## src/rtl/csr_switches.sv

```systemverilog
// CSR-mapped switch input: two-flop sync and per-bit debounce, rising-edge
// capture with a maskable level interrupt, plus STATE/CAPTURE/MASK registers.
module csr_switches #(
  parameter logic [11:0] BASE_ADDR       = 12'h7c2,
  parameter int          WIDTH           = 18,
  parameter int          DEBOUNCE_CYCLES = 50000
) (
  input  logic             clk,
  input  logic             rst,
  input  logic             read,
  input  logic [1:0]       modify,
  input  logic [31:0]      wdata,
  input  logic [11:0]      addr,
  output logic [31:0]      rdata,
  output logic             valid,
  input  logic [WIDTH-1:0] sw,
  output logic [WIDTH-1:0] state,
  output logic             irq,
  output logic             AVOID_WARNING
);

  localparam int              CW         = (DEBOUNCE_CYCLES > 1) ? $clog2(DEBOUNCE_CYCLES) : 1;
  localparam logic [CW-1:0]   CNT_TC     = CW'(DEBOUNCE_CYCLES - 1);
  localparam logic [11:0]     ADDR_STATE = BASE_ADDR;
  localparam logic [11:0]     ADDR_CAP   = BASE_ADDR + 12'd1;
  localparam logic [11:0]     ADDR_MASK  = BASE_ADDR + 12'd2;

  logic [WIDTH-1:0] s1_q, s2_q;
  logic [WIDTH-1:0] deb_q, deb_d;
  logic [CW-1:0]    cnt_q [WIDTH];
  logic [CW-1:0]    cnt_d [WIDTH];
  logic [WIDTH-1:0] cap_q, cap_d;
  logic [WIDTH-1:0] mask_q, mask_d;
  logic [WIDTH-1:0] rise;
  logic [WIDTH-1:0] wd;
  logic [31:0]      rdata_q, rdata_d;
  logic             valid_q, valid_d;
  logic             irq_q, irq_d;

  function automatic logic [WIDTH-1:0] apply_mod(input logic [1:0] m,
                                                 input logic [WIDTH-1:0] cur,
                                                 input logic [WIDTH-1:0] val);
    case (m)
      2'b01:   return val;
      2'b10:   return cur | val;
      2'b11:   return cur & ~val;
      default: return cur;
    endcase
  endfunction

  assign wd = wdata[WIDTH-1:0];

  always_comb begin
    deb_d = deb_q;
    for (int i = 0; i < WIDTH; i++) begin
      cnt_d[i] = '0;
      if (s2_q[i] != deb_q[i]) begin
        if (cnt_q[i] == CNT_TC) deb_d[i] = s2_q[i];
        else                    cnt_d[i] = cnt_q[i] + CW'(1);
      end
    end
  end

  assign rise = deb_d & ~deb_q;

  // Reads return the pre-modify value; a hardware rising edge overrides a clear.
  always_comb begin
    cap_d   = cap_q;
    mask_d  = mask_q;
    rdata_d = '0;
    valid_d = 1'b0;
    case (addr)
      ADDR_STATE: begin
        valid_d = 1'b1;
        rdata_d = 32'(deb_q);
      end
      ADDR_CAP: begin
        valid_d = 1'b1;
        rdata_d = 32'(cap_q);
        cap_d   = apply_mod(modify, cap_q, wd);
      end
      ADDR_MASK: begin
        valid_d = 1'b1;
        rdata_d = 32'(mask_q);
        mask_d  = apply_mod(modify, mask_q, wd);
      end
      default: ;
    endcase
    cap_d = cap_d | rise;
    irq_d = |(cap_q & mask_q);
  end

  always_ff @(posedge clk) begin
    if (rst) begin
      s1_q    <= '0;
      s2_q    <= '0;
      deb_q   <= '0;
      cap_q   <= '0;
      mask_q  <= '0;
      rdata_q <= '0;
      valid_q <= 1'b0;
      irq_q   <= 1'b0;
      for (int i = 0; i < WIDTH; i++) cnt_q[i] <= '0;
    end else begin
      s1_q    <= sw;
      s2_q    <= s1_q;
      deb_q   <= deb_d;
      cap_q   <= cap_d;
      mask_q  <= mask_d;
      rdata_q <= rdata_d;
      valid_q <= valid_d;
      irq_q   <= irq_d;
      for (int i = 0; i < WIDTH; i++) cnt_q[i] <= cnt_d[i];
    end
  end

  assign rdata = rdata_q;
  assign valid = valid_q;
  assign state = deb_q;
  assign irq   = irq_q;

  generate
    if (WIDTH < 32) begin : g_sink_hi
      assign AVOID_WARNING = read | (|wdata[31:WIDTH]);
    end else begin : g_sink_full
      assign AVOID_WARNING = read;
    end
  endgenerate

endmodule

```

## config.mk

```make
export PLATFORM = sky130hd
export DESIGN_NAME = csr_switches
export DESIGN_NICKNAME = d
export VERILOG_FILES = /design/src/rtl/csr_switches.sv
export SDC_FILE = /design/constraint.sdc
export NUM_CORES = 1
export LEC_CHECK = 0
export BUFFER_PORTS_ARGS = -buffer_cell sky130_fd_sc_hd__clkbuf_2
export CAP_MARGIN = 20
export CORE_MARGIN = 2
export CORE_UTILIZATION = 30
export CTS_BUF_LIST = sky130_fd_sc_hd__clkbuf_4 sky130_fd_sc_hd__clkbuf_8 sky130_fd_sc_hd__clkbuf_16
export CTS_CLUSTER_DIAMETER = 80
export CTS_CLUSTER_SIZE = 8
export DETAILED_ROUTE_END_ITERATION = 10
export PLACE_DENSITY_LB_ADDON = 0.1
export SYNTH_ARGS = -nofsm -noshare
export SYNTH_HDL_FRONTEND = slang
export SYNTH_SLANG_ARGS = --single-unit
```

## constraint.sdc

```tcl
create_clock -name clk -period 3.35 [get_ports clk]
set_input_delay 0.1675 -clock clk [delete_from_list [all_inputs] [get_ports clk]]
set_output_delay 0.1675 -clock clk [all_outputs]
set_load 0.01 [all_outputs]
```

==> results of run 1 <==
[cell families (layout without fill, tap and decap cells)]
family                   Yosys count  after routing
multiplexers                      37             37
AND/OR/NAND/NOR                 1002           1002
buffers and inverters             90            226
adder cells (fa/ha/maj)           18             18
other                              1             15
XOR/XNOR                         271            271
flip-flops                       398            398
AO/OA/AOI/OAI                    103            103
[critical path: cells and delay by family]
kind	cells	cell delay, ns
AND/OR/NAND/NOR	3	1.19
buffers and inverters	2	0.66
AO/OA/AOI/OAI	2	0.64
[layout by cell type, fill, tap and decap left out, types with 15 or more instances in the layout]
cell,count
a21oi_1,35
a2bb2oi_1,18
and3_1,71
and4_1,17
clkbuf_16,57
clkbuf_2,104
dfxtp_1,398
dlygate4sd3_1,38
ha_1,18
inv_1,17
mux2i_1,35
nand2_1,142
nand2b_1,34
nand3_1,106
nand4_1,63
nor2_1,402
nor2b_1,43
nor3_1,41
nor4_1,15
nor4b_1,23
o21ai_0,19
xnor2_1,145
xor2_1,126
[metal layers]
layer	vias up	share of wire	wire, um	GRT usage
li1	6749	-	-	-
met1	6107	0.50	20800	0.197
met2	199	0.43	17800	0.216
met3	71	0.052	2140	0.0351
met4	8	0.018	741	0.0358
met5	-	0.0013	52	0
[final cells by class]
type,instances,area [um2],share of cell area
sequential,398,7970,0.398
multi-input combinational,1445,8630,0.431
clock buffer,58,1440,0.0719
antenna,1,2.50,0.000125
inverter,17,63.8,0.00319
timing repair buffer,151,972,0.0486
tap,756,946,0.0473
[stage by stage]
| step | util | hold slack [ns] |
|---|---|---|
| finish | 0.356 | 0.0342 |
| global route | 0.356 | 0.0424 |
| CTS | 0.356 | 0.00786 |
| detailed placement | 0.324 | 0.397 |
| global placement | 0.324 | 0.387 |
| floorplan | - | 0.279 |
[power by group through the flow]
stage / clock network [mW] / logic (mW) / registers [mW]
global route: 5.33 / 0.277 / 4.78
global placement: 0 / 0.214 / 4.88
floorplan: 0 / 0.142 / 4.88
finish: 4.95 / 0.252 / 4.79
detailed placement: 0 / 0.215 / 4.88
CTS: 5.14 / 0.255 / 4.78
[sequential cells by signal (all words and copies together), names as in the netlist]
signal  cells
cnt_q     288
cap_q      18
mask_q     18
rdata      18
s1_q       18
s2_q       18
state      18
irq         1
valid       1
[what timing repair did]
item                                    CTS  global route
endpoints found under the setup margin    0             0
hold buffers                             38             0
gates resized for setup                   0             0
endpoints found under the hold margin    52             0
[final timing paths]
kind | start | endpoint | slack, ns | depth (start not counted)
max | addr[0] | mask_q[4] | 1.19 | 7
min | rst | state[1] | 0.03 | 2
min reg2reg | s1_q[3] | s2_q[3] | 0.43 | 1
max reg2reg | cnt_q[12][0] | cnt_q[12][2] | 1.27 | 6
==> impl.org, run 1 <==
** Run status
- Result of the run :: completed

** Power and ir drop
- For this design the static power due to leakage is 7.04 nW.
- The worst-case IR drop observed on VDD is 0.344 mV.
- Of the total power, the share spent switching nets is 0.215.
- Internal power :: 7.84 mW
- The share of total power dissipated in combinational logic is 0.025.
- Power density cells :: 499 nW/um2
- The analysis attributes to net switching a power of 2.15 mW.
- Reg power frac :: 0.479
- Of the total power, the clock network draws 0.496.
- Final total power :: 9.99 mW

** Setup path
- Series of cell instances along the critical path :: dlygate4sd3_1 > clkbuf_2 > nor3b_2 > and4_1 > a32o_2 > nand2_1 > a21oi_1
- Among all stages on the critical path, the largest delay is contributed by and4_1.
- The largest single stage delay on the critical path is 0.69 ns.
- Critical path class :: in2reg
- STA classifies the critical path startpoint as a primary input.
- The worst setup path is captured at a flop.
- For the worst setup path, the data required time is 3.86 ns.
- Along the worst path, the maximum fanout reaches 16.
- Data on the critical path arrives at its endpoint at 2.67 ns.

** Global routing
- The first global-routing pass estimated 68.0 mm of wire.
- Vias in the first global route :: 12700
- The initial antenna violation count is 5.
- For this run the aggregate overflow at the end of global routing stands at 0.
- Global router's overall resource usage :: 0.141
- Largest net degree at the start of global routing :: 70

** Logic synthesis
- Number of enable-type register cells in the synthesized netlist :: 0
- Summed instance area of the synthesized netlist :: 17000 um2
- Of the synthesized area, sequential elements account for 0.469.
- Yosys warnings :: 0
- Leading post-synthesis cells by instance count :: nor2_1, dfxtp_1, xnor2_1, nand2_1, xor2_1
- Of all cell types, the one taking the most synthesized area is dfxtp_1.
- Yosys top cell area share :: 0.469
- Of the total synthesized cell area, the portion taken by XOR and XNOR cells is 0.140.
- After synthesis the netlist holds a flip-flop and latch count of 398.
- Cell with the most instances after synthesis :: nor2_1
- By area the synthesized netlist is led by dfxtp_1, nor2_1, xnor2_1, xor2_1, nand2_1.
- Commonest register cell after synthesis :: dfxtp_1
- Multiplexer share of the synthesized area :: 0.0219
- A synthesized cell averages 8.85 um2.
- The share of the synthesized area in compound gates (AO/OA/AOI/OAI) is 0.0403.
- Of the total synthesized cell area, the portion taken by AND, OR, NAND and NOR gates is 0.289.
- The synthesized netlist contains 56 unique library cells.
- By area, the combinational part of the netlist is dominated by simple AND/OR/NAND/NOR gates.
- Synthesis handed over a netlist of 1920 instances.
- For this run, asynchronously set or reset flops after synthesis account for 0.
- Fraction of the mapped netlist area in adder cells :: 0.0132

** Drt
- Dividing the detail-routed wire length by the instance count gives 14.7 um.
- Post-detailed-route DRC marker count :: 0
- Detailed-router iteration count before antenna repair :: 4
- Dividing the detail-routed via count by the number of cells gives 4.65.
- Number of DRC markers in iteration 0 :: 564
- Summed over all layers, the routed wires come to 41.5 mm.
- In this run the remaining antenna-violating nets after routing total 0.
- Detailed routing inserted a total of 13100 vias.

** Place
- Pre-CTS worst setup slack :: 1.14 ns
- During placement, the flow inserted port buffers numbering 105.
- Routability-driven placement finished with a final weighted congestion of 0.768.
- Total placed instance area :: 18200 um2
- Placed instance count :: 2729
- Detailed Place HPWL :: 29.0 mm

** Timing
- Adding up every negative setup slack in the final design gives 0 ns.
- Final hold violation count :: 0
- Setup repair after global routing left no endpoint under its margin.
- Final critical-path required period :: 2.16 ns
- Slew Limit Fails :: 0
- Dividing the final minimum period by the clock period gives 0.644.
- Maximum clock frequency :: 464 MHz
- Final worst slack :: 1.19 ns
- Setup violations remaining at the end of the flow were counted as 0.
- In this run the tightest slew margin relative to its limit is 0.351.
- Clk_skew :: 0.0185 ns
- Slew of the pin with the lowest slew margin :: 0.971 ns

** Clock network
- Clock edge transition at the registers on the reported setup and hold paths :: 0.05 ns
- Clock insertion delay at the later pin of the skew report :: 0.59 ns
- In this run, CTS created clock tree buffers numbering 55.
- Counting along the longest clock path gives a buffer depth of 3.
- The clock tree synthesis step divided the H-tree into 2 levels.
- For this design, the sink count on the clock tree is 398.
- In this run the post-CTS setup repair buffer count came out at 0.
- TritonCTS built the clock tree.
- Root buffer cell :: clkbuf_16

** Layout
- Relative to the synthesized area, the layout overhead comes to 17.8%.
- Filler-free cell count of the finished design :: 2826
- Fill cells in the final layout number 5785.
- The net count of the finished layout is 2153.
- After routing the design area is 20000 um2.
- Of the cells placed in the final design, the portion with a size suffix greater than 1 is 0.0909.

** Floorplan
- The floorplan step set the die width to 242 um.
- The die is 242 um tall.
- The initial utilization of the core area, before any placement, comes to 0.303.
- 120 I/O pins were placed.
- The die covers 58600 um2.
- The initialized floorplan defines 87 standard-cell rows.
- The total area inside the core boundary comes to 56200 um2.

** Job
- Count of max-cap constraint violations :: 0

** Hold path
- Worst hold-check path type :: in2reg
Power figures use the tool's default switching activity.
==> inputs of run 2 (changes only) <==
==> constraint.sdc (replaced) <==
create_clock -name clk -period 1.91 [get_ports clk]
set_input_delay 0.0955 -clock clk [delete_from_list [all_inputs] [get_ports clk]]
set_output_delay 0.0955 -clock clk [all_outputs]
set_load 0.01 [all_outputs]
==> impl.org, run 2 (same netlist as run 1, synthesis figures left out) <==
** Run status
- Result of the run :: completed

** Clock network
- Clock insertion delay at the later pin of the skew report :: 0.58 ns (about the same)
- The total CTS buffers is 56 (+1.8%).
- Clock H-tree levels :: 2 (unchanged)
- Number of clock sinks :: 398 (unchanged)
- CTS placed an instance of clkbuf_16 at the clock tree root.
- Buffer levels on the longest clock path :: 3 (unchanged)
- TritonCTS clock tree :: built
- The clock-pin transition on the worst setup and hold timing paths is 0.05 ns (about the same).

** Setup path
- The data arrival time of the critical path was 2.27 ns (-0.40 ns).
- The worst register-to-register path ends at cnt_q[2][13].
- The slack of the worst reg-to-reg path came to 0.10 ns (-1.17 ns).
- The worst setup path is launched from a flop.
- By startpoint and endpoint, the worst setup path is classified as reg2reg.
- The endpoint required time on the critical path came to 2.37 ns (-1.49 ns).
- Origin of the critical flop-to-flop path :: cnt_q[2][0]
- The worst reg2reg path depth came to 7 (+1).
- Category of the worst setup path capture point :: flop
- Maximum fanout count along the critical path :: 8 (-8)

** Hold path
- Hold Path End :: rdata[15]
- In this run the most critical hold path is launched from addr[2].
- Worst hold-check path type :: in2reg
- Number of cells on the worst hold path :: 4 (+2)

** Floorplan
- The core outline area is 56200 um2 (unchanged).
- Height of the chip :: 242 um (unchanged)
- The die width was 242 um (unchanged).
- The I/O pin total was 120 (unchanged).
- The floorplan row count came to 87 (unchanged).
- Overall die area :: 58600 um2 (unchanged)
- The effective utilization at floorplan was 0.303 (unchanged).

** Layout
- Layout overhead on the synthesized area :: 21.1%
- Leading cell types in the layout, fill and taps excluded :: nor2_1, dfxtp_1, xnor2_1, nand2_1, xor2_1
- Register with the most flip-flops :: cnt_q
- The number of nets in the finished design is 2213 (+2.8%).
- Filler-free cell count of the finished design :: 2886 (+2.1%)
- Ratio of cells with drive above 1 in the final layout :: 0.118 (+0.0270)
- Final core occ :: 0.366 (+0.0100)
- The area of all placed cells without fillers came to 20600 um2 (+2.8%).
- The count of fill cells added during filler insertion was 5805 (+0.35%).
- The library cell used most frequently in the layout, excluding fill and tap cells, is nor2_1.
- The number of flip-flops in the largest register came to 288 (unchanged).

** Drt
- The count of TritonRoute iterations in the first routing pass was 5 (+1).
- The routed length per placed instance came to 14.2 um (-3.4%).
- The number of design rule violations left after detail routing is 0 (unchanged).
- Count of vias placed by the detailed router :: 13200 (+0.50%)
- Number of DRC markers in iteration 0 :: 555 (-1.6%)
- The residual antenna-violating net count after detailed routing is 0 (unchanged).
- The mean number of vias per cell is 4.57 (-1.6%).
- The routed wire length is 41.0 mm (-1.3%).

** Power and ir drop
- Internal power :: 13.9 mW (+77%)
- Max rail drop VDD :: 0.626 mV (+82%)
- The power density of the placed cells was 856 nW/um2 (+72%).
- Reported net switching power :: 3.73 mW (+74%)
- Reg power frac :: 0.476 (-0.003)
- Clock network power share :: 0.497 (about the same)
- Net switching fraction of the power :: 0.212 (-0.00350)
- Total leakage power :: 7.37 nW (+4.6%)
- Combinational power share :: 0.027 (+0.002)

** Global routing
- Busiest layer in global routing :: met2
- Global routing usage on met3 :: 0.0294 (-0.00576)
- The wire length of the first global-routing pass was 67.2 mm (-1.3%).
- The total congestion overflow after global routing is 0 (unchanged).
- The met1 layer usage reported by global route is 0.192 (-0.00595).
- The met2 global-route usage came to 0.218 (+0.00228).
- The number of global-route vias before repair was 12800 (+0.77%).
- The pin count of the biggest net entering global routing is 39 (-44%).
- The initial antenna violation count is 6 (+1).
- Global router's overall resource usage :: 0.139 (-0.00186)

** Timing
- Final hold violation count :: 0 (unchanged)
- In the finished design, the share of the clock period the worst path needs comes to 0.946.
- The worst-case clock skew came to 0.0149 ns (-0.00357 ns).
- For this run, the top clock speed supported by timing is 554 MHz.
- Final critical-path required period :: 1.81 ns
- The number of pins with negative max-slew slack in the final report was 0 (unchanged).
- The hold slack was 0.0661 ns (+0.0319 ns).
- The final number of setup-violating endpoints came to 0 (unchanged).
- Final worst slack :: 0.103 ns (-1.09 ns)

** Place
- The post-detailed-placement cell area came to 18700 um2 (+2.8%).
- Placed instance count :: 2788 (+2.2%)
- The HPWL after detailed placement is 29.2 mm (+0.72%).
- The pre-CTS worst setup slack came to 0.0452 ns (-1.10 ns).
- Routability congestion estimate :: 0.783 (+2.0%)
- Number of buffers added on ports :: 105 (unchanged)

** Job
- Count of max-cap constraint violations :: 0 (unchanged)
==> run 2: cell count changes in the layout (fill, tap and decap cells not counted), moves of 2 or more <==
cell,change
buf_12,+5
buf_4,+54
nor4b_1,-2
nor4b_2,+2
==> run 2: worst max-delay path by stage <==
stage                             from            end  slack, ns  cells past startpoint
after floorplan           cnt_q[13][0]  cnt_q[13][14]       0.17                      7
after global placement    cnt_q[13][0]   cnt_q[13][3]       0.11                      6
after detailed placement  cnt_q[9][11]    cnt_q[9][3]       0.05                      5
after CTS                 cnt_q[9][11]    cnt_q[9][9]       0.04                      5
after global routing       cnt_q[2][0]   cnt_q[2][13]     -0.002                      7
final                      cnt_q[2][0]   cnt_q[2][13]       0.10                      7
==> run 2: timing repair <==
action | 4_1_cts | 5_1_grt
endpoints found under the setup margin | 0 | 48
buffers inserted | 0 | 0
hold buffers | 38 | 0
endpoints found under the hold margin | 63 | 0
resized for setup | 0 | 5
==> run 2: cell type report <==
type                    instances  area (um2)  share of cell area
diodes                          1        2.50            0.000122
inverters                      17        63.8             0.00310
flip-flops and latches        398        7970               0.387
multi-input cells            1445        8660               0.421
well taps                     756         946              0.0460
clock inverters                 2        38.8             0.00188
clock buffers                  57        1430              0.0693
repair buffers                210        1480              0.0718
==> run 2: critical path, stage by stage (launching register included) <==
cell	delay [ns]
dfxtp_1	0.34
ha_1	0.24
nand3_1	0.15
nor4_1	0.28
nand4_1	0.28
nand2_1	0.18
buf_4	0.17
nor2_1	0.05
==> run 2: per-layer routing <==
layer	part of all wire	vias up
li1	-	6862
met1	0.50	6089
met2	0.43	169
met3	0.041	68
met4	0.021	12
met5	0.0017	-
==> run 2: power groups by stage <==
stage | clock network (mW) | logic (mW) | registers (mW)
floorplan | 0 | 0.248 | 8.55
global placement | 0 | 0.403 | 8.56
detailed placement | 0 | 0.406 | 8.56
CTS | 9.16 | 0.477 | 8.39
global route | 9.48 | 0.524 | 8.39
finish | 8.76 | 0.470 | 8.39
==> run 2: metrics by stage <==
stage	power, mW	setup TNS, ns
3_5_place_dp	8.97	0
3_3_place_gp	8.96	0
4_1_cts	18.0	0
5_1_grt	18.4	-0.00459
6_report	17.6	0
2_1_floorplan	8.80	0
